`src/rtl/aes_core_arbiter.sv`:
```
`default_nettype none
// ============================================================================
// Module   : aes_core_arbiter
// Purpose  : Round-robin scheduler sharing one AES_top encrypt/decrypt core
//            between NREQ requesters. It accepts one {key, text, direction}
//            job at a time, pulses the core reset for one cycle, and enables
//            the core until completedFlag rises or a watchdog expires. The
//            result is returned tagged with the owning requester ID.
// Ports    : wb_clk_i / wb_rst_n_i      clock, async active-low reset
//            req_*                      per-requester job inputs + accept
//            rsp_*                      result channel (valid/ready)
//            core_*                     connection to the AES_top instance
//            busy_o                     high whenever a job is in flight
// Revision : 1.0  initial release
// ============================================================================
module aes_core_arbiter #(
    parameter  int NREQ    = 4,
    parameter  int TIMEOUT = 1024,
    localparam int IW      = (NREQ > 1) ? $clog2(NREQ) : 1
) (
    input  logic                 wb_clk_i,
    input  logic                 wb_rst_n_i,
    input  logic [NREQ-1:0]      req_valid_i,
    output logic [NREQ-1:0]      req_ready_o,
    input  logic [NREQ*128-1:0]  req_key_i,
    input  logic [NREQ*128-1:0]  req_text_i,
    input  logic [NREQ-1:0]      req_enc_i,
    output logic                 rsp_valid_o,
    input  logic                 rsp_ready_i,
    output logic [IW-1:0]        rsp_id_o,
    output logic [127:0]         rsp_data_o,
    output logic                 rsp_err_o,
    output logic [127:0]         core_key_o,
    output logic [127:0]         core_data_o,
    output logic                 core_ed_o,
    output logic                 core_en_o,
    output logic                 core_rst_o,
    input  logic                 core_done_i,
    input  logic [127:0]         core_data_i,
    output logic                 busy_o
);

    localparam logic [15:0]   C_WD_LAST   = 16'(TIMEOUT - 1);
    localparam logic [IW-1:0] C_LAST_INIT = IW'(NREQ - 1);

    typedef enum logic [1:0] {
        ST_IDLE  = 2'd0,
        ST_CLEAR = 2'd1,
        ST_RUN   = 2'd2,
        ST_RESP  = 2'd3
    } state_t;

    state_t          r_state;
    state_t          w_next;
    logic [IW-1:0]   r_last_grant;
    logic [15:0]     r_wdog;

    logic            w_found;
    logic [IW-1:0]   w_winner;
    logic [IW-1:0]   w_cand;
    logic [NREQ-1:0] w_ready;

    // Round-robin pick: scan starting just after the previous winner so the
    // last-served requester has the lowest priority this time around.
    always_comb begin
        w_found  = 1'b0;
        w_winner = r_last_grant;
        w_cand   = r_last_grant;
        for (int k = 1; k <= NREQ; k++) begin
            w_cand = IW'((int'(r_last_grant) + k) % NREQ);
            if (!w_found && req_valid_i[w_cand]) begin
                w_found  = 1'b1;
                w_winner = w_cand;
            end
        end
    end

    always_comb begin
        w_ready = '0;
        if (r_state == ST_IDLE && w_found) begin
            w_ready[w_winner] = 1'b1;
        end
    end

    // Next-state logic. core_done_i is looked at only in RUN so a flag left
    // high from the previous job cannot complete the new one.
    always_comb begin
        w_next = r_state;
        case (r_state)
            ST_IDLE:  if (w_found) w_next = ST_CLEAR;
            ST_CLEAR: w_next = ST_RUN;
            ST_RUN:   if (core_done_i || r_wdog == C_WD_LAST) w_next = ST_RESP;
            ST_RESP:  if (rsp_ready_i) w_next = ST_IDLE;
            default:  w_next = ST_IDLE;
        endcase
    end

    always_ff @(posedge wb_clk_i or negedge wb_rst_n_i) begin
        if (!wb_rst_n_i) begin
            r_state      <= ST_IDLE;
            r_last_grant <= C_LAST_INIT;
            r_wdog       <= 16'd0;
            rsp_id_o     <= '0;
            rsp_data_o   <= 128'd0;
            rsp_err_o    <= 1'b0;
            core_key_o   <= 128'd0;
            core_data_o  <= 128'd0;
            core_ed_o    <= 1'b0;
        end else begin
            r_state <= w_next;
            case (r_state)
                ST_IDLE: begin
                    if (w_found) begin
                        core_key_o   <= req_key_i[int'(w_winner)*128 +: 128];
                        core_data_o  <= req_text_i[int'(w_winner)*128 +: 128];
                        core_ed_o    <= req_enc_i[w_winner];
                        rsp_id_o     <= w_winner;
                        r_last_grant <= w_winner;
                    end
                end
                ST_CLEAR: begin
                    r_wdog <= 16'd0;
                end
                ST_RUN: begin
                    // Done takes priority over a simultaneous watchdog expiry.
                    if (core_done_i) begin
                        rsp_data_o <= core_data_i;
                        rsp_err_o  <= 1'b0;
                    end else if (r_wdog == C_WD_LAST) begin
                        rsp_data_o <= 128'd0;
                        rsp_err_o  <= 1'b1;
                    end else begin
                        r_wdog <= r_wdog + 16'd1;
                    end
                end
                default: ;
            endcase
        end
    end

    assign req_ready_o = w_ready;
    assign rsp_valid_o = (r_state == ST_RESP);
    assign core_en_o   = (r_state == ST_RUN);
    // Core is held in reset while our own reset is asserted, and pulsed for
    // one cycle at the start of every job to flush stale internal state.
    assign core_rst_o  = !wb_rst_n_i || (r_state == ST_CLEAR);
    assign busy_o      = (r_state != ST_IDLE);

endmodule
`default_nettype wire

```
`config.mk`:
```
export PLATFORM = sky130hd
export DESIGN_NAME = aes_core_arbiter
export DESIGN_NICKNAME = d
export VERILOG_FILES = /design/src/rtl/aes_core_arbiter.sv
export SDC_FILE = /design/constraint.sdc
export NUM_CORES = 1
export LEC_CHECK = 0
export ABC_AREA = 1
export CAP_MARGIN = 5
export CELL_PAD_IN_SITES_DETAIL_PLACEMENT = 0
export CELL_PAD_IN_SITES_GLOBAL_PLACEMENT = 1
export CORE_AREA = 4 4 602 604
export CTS_CLUSTER_SIZE = 28
export DETAILED_ROUTE_END_ITERATION = 6
export DIE_AREA = 0 0 606 608
export PLACE_DENSITY = 0.45
export SLEW_MARGIN = 20
export SYNTH_ARGS = -nofsm -noshare
export SYNTH_HDL_FRONTEND = slang
export SYNTH_SLANG_ARGS = --single-unit
```
`constraint.sdc`:
```
create_clock -name wb_clk_i -period 2.8 [get_ports wb_clk_i]
set_input_delay 0.42 -clock wb_clk_i [delete_from_list [all_inputs] [get_ports wb_clk_i]]
set_output_delay 0.42 -clock wb_clk_i [all_outputs]
set_load 0.01 [all_outputs]
```
==> qor.csv <==
metric;value;unit
synth_top_family_by_area;simple AND/OR/NAND/NOR gates;
clk_pin_slew;0.06;ns
pre_cts_ws;-0.718;ns
yosys.area_share.adder;0.275;%
wl_per_cell;29.3;um
outcome;finished with violations;
post-route-util;16.0;%
syn_area;27300;um^2
cts_buffer_depth;4;
area_growth;109;%
grt_max_degree;111;
synth.net_count;5569;
power_switching;0.0529;W
core_area;358000;um^2
synth-simple-area-share;48.2;%
fin_crit;3.19;ns
cts_tree;yes;
grt_pass1_vias;38700;
ys_seq_area_share;37.4;%
layout_commonest_cell;nand2_1;
skew;0.0761;ns
synth-seq-cells;408;
root_buffer;clkbuf_16;
drt-pass1-iter-count;6;
clock_latency;0.82;ns
synth_compound_area_share;0.545;%
synthMuxAreaShare;0;%
yosys.area.top_type_share;37.2;%
yosys.area.top_type;dfrtp_1;
rsz0062_at_grt;yes;
critPathBufInv;5;
fin_nets;7316;
start_util;7.63;%
final_hold_viol_count;0;
gp_congestion;0.903;
ys_types;30;
clkPwrFrac;10.1;%
ir_drop;0.000731;V
die_h;608;um
setup_viol;259;
leakage;26.6;nW
vias_per_cell;3.50;
timing.fmax;314;MHz
die_x;606;um
drive_above_1_share;12.9;%
antenna_found_initial;151;
comb_power_share;78.8;%
pin_count;1560;
drc_errors;0;
tightest_slew;0.901;ns
dieArea;368000;um^2
fp-row-count;220;
ant_nets;0;
critPathTopFamily;simple AND/OR/NAND/NOR gates;
crit_fanout;5;
min_period_over_period;114;%
synthesis.instances;4399;
path_cells;buf_12 > buf_4 > nand2_4 > nand2_4 > nand2_4 > nand2_8 > clkinv_8 > nand3_4 > inv_2 > nand2_2 > nand2_8 > nor2_4 > buf_6;
arrival;2.77;ns
grt_use_total;16.3;%
ys_warn_count;0;
hold_class;input port to flop;
grt_remaining_overflow;0;
crit_path_end_kind;primary output;
hpwl;255000;um
final_cell_mix;1,769 x nand2_1, 1,550 x clkdlybuf4s50_1, 1,060 x nand3_1, 533 x inv_1, 406 x dfrtp_1;
internal-power;0.0449;W
slew_headroom;40.0;%
sw_frac_of_total;54.1;%
path_class;flop to primary output;
maxCapViolCount;0;
wirelength;324000;um
clock-sinks;408;
syn_avg_cell_area;6.21;um^2
nFillCells;41000;
powerDensity;1710;nW/um^2
synth_area_leaders;dfrtp_1 37%, nand2_1 26%, nand3_1 22%, inv_1 7.4%, buf_2 3.6%;
startpoint_type;flop;
io_buffer_count;1559;
worst_slack;-0.390;ns
drt_iter0_markers;3128;
slowest_stage;dfstp_2;
crit_required;2.38;ns
grt_pass1_wl;399000;um
synth_xor_xnor_area_share;0.257;%
violations;setup timing;
cpPeakStageDelay;0.61;ns
crit_top_cell;nand2_4;
p_seq_share;11.1;%
htree_levels;3;
vias;38600;
numCtsBuffers;72;
maxSlewViolCount;0;
kinds of logic (layout without fill, tap and decap cells):
group | after synthesis | after routing
AND/OR/NAND/NOR | 3086 | 3086
AO/OA/AOI/OAI | 25 | 25
adder cells (fa/ha/maj) | 6 | 6
other | 0 | 66
XOR/XNOR | 8 | 8
buffers and inverters | 866 | 2665
flip-flops | 408 | 408
metrics by stage:
stage / instance area [um^2] / TNS (ns) / cells / hold slack [ns] / power (W)
5_1_grt: 57100 / -64.34 / 11000 / 0.123 / 0.104
3_3_place_gp: 50700 / -101.34 / 10700 / 0.444 / 0.0746
4_1_cts: 54700 / -36.54 / 10900 / 0.0865 / 0.0914
6_report: 57200 / -35.57 / 11000 / 0.182 / 0.0977
2_1_floorplan: 27300 / 0 / 4399 / 0.124 / 0.0366
3_5_place_dp: 50700 / -85.72 / 10700 / 0.447 / 0.0745
state kept, by name, summed over array words and instances (netlist names):
register and count:
core_ed_o 1, rsp_err_o 1, rsp_data_o 128, r_last_grant 2, rsp_id_o 2, r_state 2, core_key_o 128, r_wdog 16
core_data_o 128
final cells by class:
type                       count  area, um^2  area share [%]
sequential                   408       10200            17.9
timing repair buffer        1999       21600            37.7
multi-input combinational   3125       14800            25.8
tap                         4773        5970            10.4
clock inverter                26         379           0.663
antenna                       66         165           0.289
clock buffer                 100        2050            3.58
inverter                     540        2070            3.61
repair_timing:
item / in CTS / in global routing
hold buffers: 1 / 0
endpoints found under the setup margin: 252 / 262
resized for setup: 195 / 241
endpoints found under the hold margin: 187 / 0
gates cloned: 16 / 30
setup buffers: 34 / 57
pin swaps: 30 / 49
power by group through the flow:
stage / combinational (W) / sequential, W / clock [W]
after global placement: 0.0638 / 0.0109 / 0
after detailed placement: 0.0637 / 0.0109 / 0
after global routing: 0.0827 / 0.0111 / 0.0106
final: 0.0770 / 0.0108 / 0.00990
after floorplan: 0.0250 / 0.0116 / 0
after CTS: 0.0701 / 0.0108 / 0.0104
metal layers:
layer  part of all wire, %  wire, um  GRT usage, %  vias up
li1                      -         -             -    17300
met1                    42    135000          20.2    19200
met5                  0.11       340             0        -
met2                    48    154000          27.7     1658
met4                   1.9      6170          2.87       52
met3                   8.5     27600          5.11      354
worst reg2reg max path, cell delays in order (launching register included):
cell,delay [ns]
dfstp_2,0.61
buf_12,0.14
buf_4,0.11
nand2_4,0.05
nand2_4,0.12
nand2_4,0.07
nand2_4,0.12
nand2_8,0.08
buf_12,0.14
nand3_4,0.09
nand2_8,0.08
buf_4,0.14
buf_12,0.14
buf_16,0.19
buf_16,0.19
buf_12,0.19
buf_12,0.13
nand2_8,0.07
nand3_4,0.10
nand3_4,0.09
buf_12,0.10
nand2_1,0.03
synthesized netlist by cell type:
cell      number
o211ai_1       1
nor4_1         2
o31ai_1        6
and3_1         1
nor2_1        12
buf_6          3
nand2_2       12
or2_2          2
o21bai_1       1
dfstp_2        2
clkbuf_4       1
nor3_1         8
buf_4         27
clkbuf_1      81
nand3b_1       2
buf_1         15
nand4_1       10
dfrtp_1      406
inv_6          1
o21ai_0       10
nand3_2        4
xor2_1         8
ha_1           6
inv_2          4
buf_2        199
inv_1        535
a31o_2         1
nand2_1     1860
nand3_1     1173
a21oi_1        6
worst paths after layout:
path | start | to | slack, ns | cells past startpoint
max in group asynchronous | wb_rst_n_i | rsp_data_o[25] | 1.28 | 4
worst max-delay path | r_last_grant[0] | req_ready_o[1] | -0.39 | 13
worst max register to register | r_last_grant[0] | core_key_o[88] | -0.26 | 21
worst min-delay path | core_data_i[86] | rsp_data_o[86] | 0.18 | 3
min in group asynchronous | wb_rst_n_i | rsp_data_o[113] | 0.22 | 3
worst min register to register | core_key_o[109] | core_key_o[109] | 0.48 | 2
Note: power is estimated with default switching activity, not from simulation.
